`config.mk`:
```
export PLATFORM = sky130hd
export DESIGN_NAME = multicycle_controller
export DESIGN_NICKNAME = d
export VERILOG_FILES = /design/src/rtl/mips_pkg.sv /design/src/rtl/mc_output_decode.sv /design/src/rtl/multicycle_controller.sv
export SDC_FILE = /design/constraint.sdc
export NUM_CORES = 1
export LEC_CHECK = 0
export CAP_MARGIN = 20
export CORE_MARGIN = 2
export CORE_UTILIZATION = 43
export DETAILED_ROUTE_END_ITERATION = 10
export PLACE_DENSITY = 0.82
export SYNTH_ARGS = -nofsm -noshare
export SYNTH_HDL_FRONTEND = slang
export SYNTH_SLANG_ARGS = --single-unit
```
`constraint.sdc`:
```
create_clock -name clk -period 2.4 [get_ports clk]
set_clock_uncertainty 0.2 [all_clocks]
set_input_delay 0.24 -clock clk [delete_from_list [all_inputs] [get_ports clk]]
set_output_delay 0.24 -clock clk [all_outputs]
set_load 0.03 [all_outputs]
```
`src/rtl/mips_pkg.sv`:
```
// Shared encodings for the multicycle MIPS control path: opcodes, ALU_op,
// mux selects, FSM state encoding and the bundled control-output record.
package mips_pkg;

  localparam logic [5:0] OP_RTYPE = 6'b000000;
  localparam logic [5:0] OP_LW    = 6'b100011;
  localparam logic [5:0] OP_SW    = 6'b101011;
  localparam logic [5:0] OP_BEQ   = 6'b000100;
  localparam logic [5:0] OP_J     = 6'b000010;
  localparam logic [5:0] OP_JAL   = 6'b000011;
  localparam logic [5:0] OP_ADDI  = 6'b001000;
  localparam logic [5:0] OP_SLTI  = 6'b001010;

  localparam logic [1:0] ALUOP_ADD  = 2'b00;
  localparam logic [1:0] ALUOP_SUB  = 2'b01;
  localparam logic [1:0] ALUOP_FUNC = 2'b10;
  localparam logic [1:0] ALUOP_SLT  = 2'b11;

  localparam logic [1:0] PCSRC_ALU    = 2'b00;
  localparam logic [1:0] PCSRC_ALUOUT = 2'b01;
  localparam logic [1:0] PCSRC_JUMP   = 2'b10;
  localparam logic [1:0] PCSRC_REG    = 2'b11;

  localparam logic [1:0] M2R_ALUOUT = 2'b00;
  localparam logic [1:0] M2R_MDR    = 2'b01;
  localparam logic [1:0] M2R_PC     = 2'b10;

  localparam logic [1:0] REGDST_RT = 2'b00;
  localparam logic [1:0] REGDST_RD = 2'b01;
  localparam logic [1:0] REGDST_RA = 2'b10;

  localparam logic [1:0] SRCB_B    = 2'b00;
  localparam logic [1:0] SRCB_FOUR = 2'b01;
  localparam logic [1:0] SRCB_IMM  = 2'b10;
  localparam logic [1:0] SRCB_IMM2 = 2'b11;

  typedef enum logic [3:0] {
    S_FETCH     = 4'd0,
    S_DECODE    = 4'd1,
    S_EXEC_R    = 4'd2,
    S_WB_R      = 4'd3,
    S_MEM_ADDR  = 4'd4,
    S_MEM_READ  = 4'd5,
    S_WB_MEM    = 4'd6,
    S_MEM_WRITE = 4'd7,
    S_BRANCH    = 4'd8,
    S_JUMP      = 4'd9,
    S_JAL       = 4'd10,
    S_EXEC_I    = 4'd11,
    S_WB_I      = 4'd12
  } state_t;

  typedef struct packed {
    logic       pc_write;
    logic       pc_write_cond;
    logic       iord;
    logic       mem_read;
    logic       mem_write;
    logic       ir_write;
    logic       mdr_write;
    logic [1:0] reg_dst;
    logic [1:0] mem_to_reg;
    logic       reg_write;
    logic       alu_src_a;
    logic [1:0] alu_src_b;
    logic [1:0] alu_op;
    logic [1:0] pc_src;
  } ctrl_t;

endpackage

```
`src/rtl/mc_output_decode.sv`:
```
// Combinational map from FSM state to every datapath strobe and select.
// jr only matters in EXEC_R; opcode only picks ALU_op in EXEC_I.
module mc_output_decode
  import mips_pkg::*;
(
  input  state_t      state_i,
  input  logic        jr_i,
  input  logic [5:0]  opcode_i,
  output ctrl_t       ctrl_o
);

  always_comb begin
    ctrl_o = '0;
    case (state_i)
      S_FETCH: begin
        ctrl_o.mem_read  = 1'b1;
        ctrl_o.ir_write  = 1'b1;
        ctrl_o.alu_src_b = SRCB_FOUR;
        ctrl_o.alu_op    = ALUOP_ADD;
        ctrl_o.pc_src    = PCSRC_ALU;
        ctrl_o.pc_write  = 1'b1;
      end
      S_DECODE: begin
        ctrl_o.alu_src_b = SRCB_IMM2;
        ctrl_o.alu_op    = ALUOP_ADD;
      end
      S_EXEC_R: begin
        ctrl_o.alu_src_a = 1'b1;
        ctrl_o.alu_src_b = SRCB_B;
        ctrl_o.alu_op    = ALUOP_FUNC;
        if (jr_i) begin
          ctrl_o.pc_src   = PCSRC_REG;
          ctrl_o.pc_write = 1'b1;
        end
      end
      S_WB_R: begin
        ctrl_o.reg_dst    = REGDST_RD;
        ctrl_o.mem_to_reg = M2R_ALUOUT;
        ctrl_o.reg_write  = 1'b1;
      end
      S_MEM_ADDR: begin
        ctrl_o.alu_src_a = 1'b1;
        ctrl_o.alu_src_b = SRCB_IMM;
        ctrl_o.alu_op    = ALUOP_ADD;
      end
      S_MEM_READ: begin
        ctrl_o.iord      = 1'b1;
        ctrl_o.mem_read  = 1'b1;
        ctrl_o.mdr_write = 1'b1;
      end
      S_WB_MEM: begin
        ctrl_o.reg_dst    = REGDST_RT;
        ctrl_o.mem_to_reg = M2R_MDR;
        ctrl_o.reg_write  = 1'b1;
      end
      S_MEM_WRITE: begin
        ctrl_o.iord      = 1'b1;
        ctrl_o.mem_write = 1'b1;
      end
      S_BRANCH: begin
        ctrl_o.alu_src_a     = 1'b1;
        ctrl_o.alu_src_b     = SRCB_B;
        ctrl_o.alu_op        = ALUOP_SUB;
        ctrl_o.pc_src        = PCSRC_ALUOUT;
        ctrl_o.pc_write_cond = 1'b1;
      end
      S_JUMP: begin
        ctrl_o.pc_src   = PCSRC_JUMP;
        ctrl_o.pc_write = 1'b1;
      end
      S_JAL: begin
        // PC already holds PC+4, so the link write and jump share this edge
        ctrl_o.reg_dst    = REGDST_RA;
        ctrl_o.mem_to_reg = M2R_PC;
        ctrl_o.reg_write  = 1'b1;
        ctrl_o.pc_src     = PCSRC_JUMP;
        ctrl_o.pc_write   = 1'b1;
      end
      S_EXEC_I: begin
        ctrl_o.alu_src_a = 1'b1;
        ctrl_o.alu_src_b = SRCB_IMM;
        ctrl_o.alu_op    = (opcode_i == OP_SLTI) ? ALUOP_SLT : ALUOP_ADD;
      end
      S_WB_I: begin
        ctrl_o.reg_dst    = REGDST_RT;
        ctrl_o.mem_to_reg = M2R_ALUOUT;
        ctrl_o.reg_write  = 1'b1;
      end
      default: ctrl_o = '0;
    endcase
  end

endmodule

```
`src/rtl/multicycle_controller.sv`:
```
// Main control FSM of the multicycle MIPS datapath: state register and
// next-state logic; output decoding lives in mc_output_decode.
module multicycle_controller
  import mips_pkg::*;
(
  input  logic       clk,
  input  logic       rst,
  input  logic [5:0] opcode,
  input  logic       zero,
  input  logic       jr,
  output logic       PC_write,
  output logic       PC_write_cond,
  output logic       IorD,
  output logic       mem_read,
  output logic       mem_write,
  output logic       IR_write,
  output logic       MDR_write,
  output logic [1:0] reg_dst,
  output logic [1:0] mem_to_reg,
  output logic       reg_write,
  output logic       ALU_srcA,
  output logic [1:0] ALU_srcB,
  output logic [1:0] ALU_op,
  output logic [1:0] PC_src
);

  state_t state_q, state_d;
  ctrl_t  ctrl, ctrl_gated;

  always_ff @(posedge clk or posedge rst) begin
    if (rst) state_q <= S_FETCH;
    else     state_q <= state_d;
  end

  always_comb begin
    state_d = S_FETCH;
    case (state_q)
      S_FETCH:  state_d = S_DECODE;
      S_DECODE: begin
        case (opcode)
          OP_RTYPE:       state_d = S_EXEC_R;
          OP_LW, OP_SW:   state_d = S_MEM_ADDR;
          OP_BEQ:         state_d = S_BRANCH;
          OP_J:           state_d = S_JUMP;
          OP_JAL:         state_d = S_JAL;
          OP_ADDI, OP_SLTI: state_d = S_EXEC_I;
          default:        state_d = S_FETCH;
        endcase
      end
      S_EXEC_R:    state_d = jr ? S_FETCH : S_WB_R;
      S_MEM_ADDR:  state_d = (opcode == OP_SW) ? S_MEM_WRITE : S_MEM_READ;
      S_MEM_READ:  state_d = S_WB_MEM;
      S_EXEC_I:    state_d = S_WB_I;
      default:     state_d = S_FETCH;
    endcase
  end

  mc_output_decode u_decode (
    .state_i  (state_q),
    .jr_i     (jr),
    .opcode_i (opcode),
    .ctrl_o   (ctrl)
  );

  // Reset parks the state in FETCH, whose strobes must stay quiet until release
  assign ctrl_gated = rst ? '0 : ctrl;

  // zero is consumed by the datapath's PC_write_cond qualification, not here
  logic unused_zero;
  assign unused_zero = zero;

  assign PC_write      = ctrl_gated.pc_write;
  assign PC_write_cond = ctrl_gated.pc_write_cond;
  assign IorD          = ctrl_gated.iord;
  assign mem_read      = ctrl_gated.mem_read;
  assign mem_write     = ctrl_gated.mem_write;
  assign IR_write      = ctrl_gated.ir_write;
  assign MDR_write     = ctrl_gated.mdr_write;
  assign reg_dst       = ctrl_gated.reg_dst;
  assign mem_to_reg    = ctrl_gated.mem_to_reg;
  assign reg_write     = ctrl_gated.reg_write;
  assign ALU_srcA      = ctrl_gated.alu_src_a;
  assign ALU_srcB      = ctrl_gated.alu_src_b;
  assign ALU_op        = ctrl_gated.alu_op;
  assign PC_src        = ctrl_gated.pc_src;

endmodule

```
After elaboration in Yosys (flattened, before gate mapping) --
Index checks and enable logic that the tools add are counted.
Word-level totals: register bits 4, input bits 10, word-level logic and storage cells 48
Cells by class: equal/unequal tests 19, mux-type cells 19, reduce and logical (&&, ||, !) cells 9
Operators by type and width (count):
- case mux 4 bit (6 select lines) | 3
- == test 4 bit (second input constant) | 5
- case mux 5 bit (4 select lines) | 1
- 2-to-1 mux 19 bit | 1
- == test 4 x 3 -> 1 bit (second input constant) | 4
- == test 6 x 2 -> 1 bit (second input constant) | 2
- == test 6 x 4 -> 1 bit (second input constant) | 2
- == test 6 bit (second input constant) | 2
- OR reduction 2 bit | 5
- == test 4 x 2 -> 1 bit (second input constant) | 2
- 2-to-1 mux 1 bit | 8
- 2-to-1 mux 2 bit | 4
- == test 6 x 3 -> 1 bit (second input constant) | 1
- logical NOT 6 bit | 1
- case mux 2 bit (3 select lines) | 1
- == test 4 x 1 -> 1 bit (second input constant) | 1
- logical NOT 4 bit | 1
- OR reduction 4 bit | 1
- OR reduction 3 bit | 1
- case mux 1 bit (2 select lines) | 1

Longest topological paths before layout --
word-level depth 4, mapped depth 6, depth with buffers taken out 3

Hierarchy --
A second synthesis with hierarchy kept.
Unflattened totals: cells, all modules 99, area, all modules 719.4 sq um
Modules (own cells, without submodules):
- multicycle_controller | times used 1, cells each 51, area each 411.6 sq um, seq. area each 100.1 sq um
- mc_output_decode | times used 1, cells each 48, area each 307.8 sq um, seq. area each 0.0 sq um

Worst setup path after synthesis --
No wires, ideal clock.
path kind register -> output, from register state_q[2], to output IR_write, arrival time 1.811 ns, required time 1.960 ns, slack 0.149 ns, stages on the path, launching flop included 5, buffers on the path 2, cells stage by stage dfrtp_1 > buf_2 > or2_2 > buf_2 > nor4_1
On the way: word-level cells in the longest chain between the ends 3
RTL lines:
- start: declaration | RTL line multicycle_controller.sv:27 | state_t state_q, state_d;
- start signal: assignment | RTL line multicycle_controller.sv:32 | else state_q <= state_d;
- logical NOT 4 bit | RTL line mc_output_decode.sv:14 | case (state_i)
- 2-to-1 mux 1 bit | RTL line mc_output_decode.sv:14
- 2-to-1 mux 19 bit | RTL line multicycle_controller.sv:66 | assign ctrl_gated = rst ? '0 : ctrl;
- end: declaration | RTL line multicycle_controller.sv:16 | output logic IR_write,
Every way passes these cells.

Worst setup path in the final report --
from register state_q[2], to output IorD
On the way: word-level cells in the longest chain between the ends 4, elaborated cells on any way between the ends 5, classes of those cells eq/ne (2); mux (2); reduce/logical (1)
RTL lines:
- == test 4 x 3 -> 1 bit | RTL line mc_output_decode.sv:14
- OR reduction 2 bit (no source line) *
- 2-to-1 mux 1 bit * | RTL line mc_output_decode.sv:14
- 2-to-1 mux 19 bit * | RTL line multicycle_controller.sv:66
- end: declaration | RTL line multicycle_controller.sv:13 | output logic IorD,
Every way passes the cells marked *; elsewhere a longest branch is shown, timed or not.

==> run metrics <==
dominant cells by area after synthesis=dfrtp_1 15%, nor2_1 6.8%, nor3_1 5.3%, buf_6 5.1%, buf_2 4.5%; CP Launch Type=register; asr flop ratio synth=1.00; DRT iter0 DRCs=15; FF+latch count, synth=4; Synth Flop Type=dfrtp_1; Max VDD drop=between 0.5 and 0.6 mV; Max Freq=432 MHz; Buffers on Ports=27; CTS tree=built; CTS clk-pin slew, worst paths=~40 ps; syn_area_per_cell=roughly 7.3 um^2; Die W=between 40 and 50 um; synthesized instance count=91; post-route ant nets=0; Final HPWL DP=about 1.6 mm; I/O Pins=29; worst slew pin tran=approximately 320 ps; Clk Latency, worst-skew pair=between 200 and 250 ps; EDFF count, synth=0; syn_nets=101; Starting Density=0.449; Setup crit end kind=primary output; largest net degree at the start of global routing=16; Int Pwr=roughly 0.40 mW; antenna cells=0; initial antenna violation count=0; vias=840; final wirelength=2.13 mm; post-CTS sizing=4; post-synthesis sequential area ratio=0.152; Final Hold Vio Count=0; DR pass1 iterations=5; layout net count=140; WL/cell=approximately 15 um; # hold bufs at CTS=0; Final Slew Violations=0; register share of total power=0.207; CTS buffer count=3; CTS max path bufs=2; clock sinks=4; core footprint=1470 um^2; most frequent cell after synthesis=nor2_1; max reg flops=4; CP max FO=13; routability-driven placement congestion ratio=around 0.96; num rows=14; setup TNS=0 ps; Placed Cells=141; Synth area leader=dfrtp_1; Yosys Warn Count=0; Largest Register=state_q; max_cap viols=0; P_sw=0.435 mW; global route overflow=0; status=complete, no violations; final setup vio count=0; Hold WC Path Type=in -> async; CTS H-tree lvls=1; mapped cell area=661 um^2; vias per cell=between 5 and 6; global router's overall resource usage=0.233; top cell type's share of synthesized area=0.152; share of layout cells above drive strength 1=0.297; DRC violation count after routing=0; CTS root buf=clkbuf_4; largest registers=state_q x4; Rel. slew slack=0.787; Sw Share=0.519; PwrDens=812 nW/um^2; Post-CTS Setup Repair Bufs=0; Comb pwr share=0.691; clock share of power=0.102; P_leak=~0.54 nW; Die ar.=between 1500 and 2000 um^2; Final period util=0.964; first-pass GRT wire length=3.31 mm; vias in the first global route=762; critical path arrival=1870 ps; worst path required time=between 1500 and 2000 ps; Final Power=0.839 mW; Worst R2R Path Depth=4; synth unique cells=40; Die Y=roughly 43 um; top cells by count, synth=12 x nor2_1, 7 x nor3_1, 6 x buf_2; min Tclk post-route=2310 ps; crit path kind=reg -> out; Synth-to-Final Area Change=56.4%; Non-Filler Instances=approximately 140
area by class of cell:
cell class              instances  area [um^2]
clock buffers                   3         22.5
fillers                       115          438
inverters                       3         11.3
multi-input cells              73          470
flip-flops and latches          4          104
well taps                      16         20.0
repair buffers                 45          405
through the flow:
| stage | utilization | area [um^2] | hold WS, ps | worst slack, ps |
|---|---|---|---|---|
| finish | 0.702 | 1030 | 281 | 85.8 |
| global route | 0.702 | 1030 | 325 | -11.0 |
| CTS | 0.688 | 1010 | 277 | 20.1 |
| detailed placement | 0.673 | 990 | 489 | -9.94 |
| global placement | 0.673 | 990 | 474 | 28.5 |
| floorplan | - | 661 | -185 | 149 |
logic make-up (layout without fill, tap and decap cells):
kind of cell | count (synthesis) | count (layout) | share of synthesized area
buffers and inverters | 14 | 51 | 0.136
AND/OR/NAND/NOR | 47 | 47 | 0.411
XOR/XNOR | 2 | 2 | 0.0265
AO/OA/AOI/OAI | 23 | 23 | 0.258
multiplexers | 1 | 1 | 0.0170
flip-flops | 4 | 4 | 0.152
routing by layer:
metal  wire length (um)  vias to the layer above  share of wire  GRT usage
met3                 95                        2          0.045     0.0426
li1                   -                      410              -          -
met2               1130                       24           0.53      0.394
met1                878                      404           0.41      0.305
met4                 19                        0         0.0089     0.0485
met5                  0                        -              0          0
placed cells by master, fill, tap and decap left out, types with 2 or more instances in the layout:
master           count
nand2b_1             4
buf_4               25
clkdlybuf4s50_1     10
nor3_1               7
nor4_1               3
nor3b_1              2
a31oi_1              3
nand2_1              3
a21oi_1              5
o32ai_1              2
or2_2                2
dfrtp_2              3
inv_1                3
or3_1                2
o21ai_0              2
dlygate4sd2_1        2
o21bai_1             2
clkbuf_4             3
nor2b_1              2
dlymetal6s2s_1       8
and4bb_2             2
nor2_1              12
final timing paths:
check / from / to / slack (ps)
worst max-delay path: state_q[2] / IorD / 90
worst min-delay path: rst / state_q[1] / 280
worst max register to register: state_q[1] / state_q[3] / 680
worst min register to register: state_q[1] / state_q[2] / 450
max in group asynchronous: rst / state_q[2] / 1600
min in group clk: state_q[1] / state_q[2] / 450
worst max-delay path: stages, from the launching register on:
cell and delay, ps:
dfrtp_2 490, nand2b_1 120, nand2b_1 230, nor2_1 120, clkdlybuf4s50_1 670
power by group through the flow:
stage	clock [mW]	sequential, mW	combinational [mW]
after floorplan	0	0.0960	0.464
after global placement	0	0.165	0.571
after detailed placement	0	0.166	0.587
after CTS	0.0881	0.170	0.582
after global routing	0.0946	0.182	0.628
final	0.0857	0.174	0.580
Power figures use the tool's default switching activity.
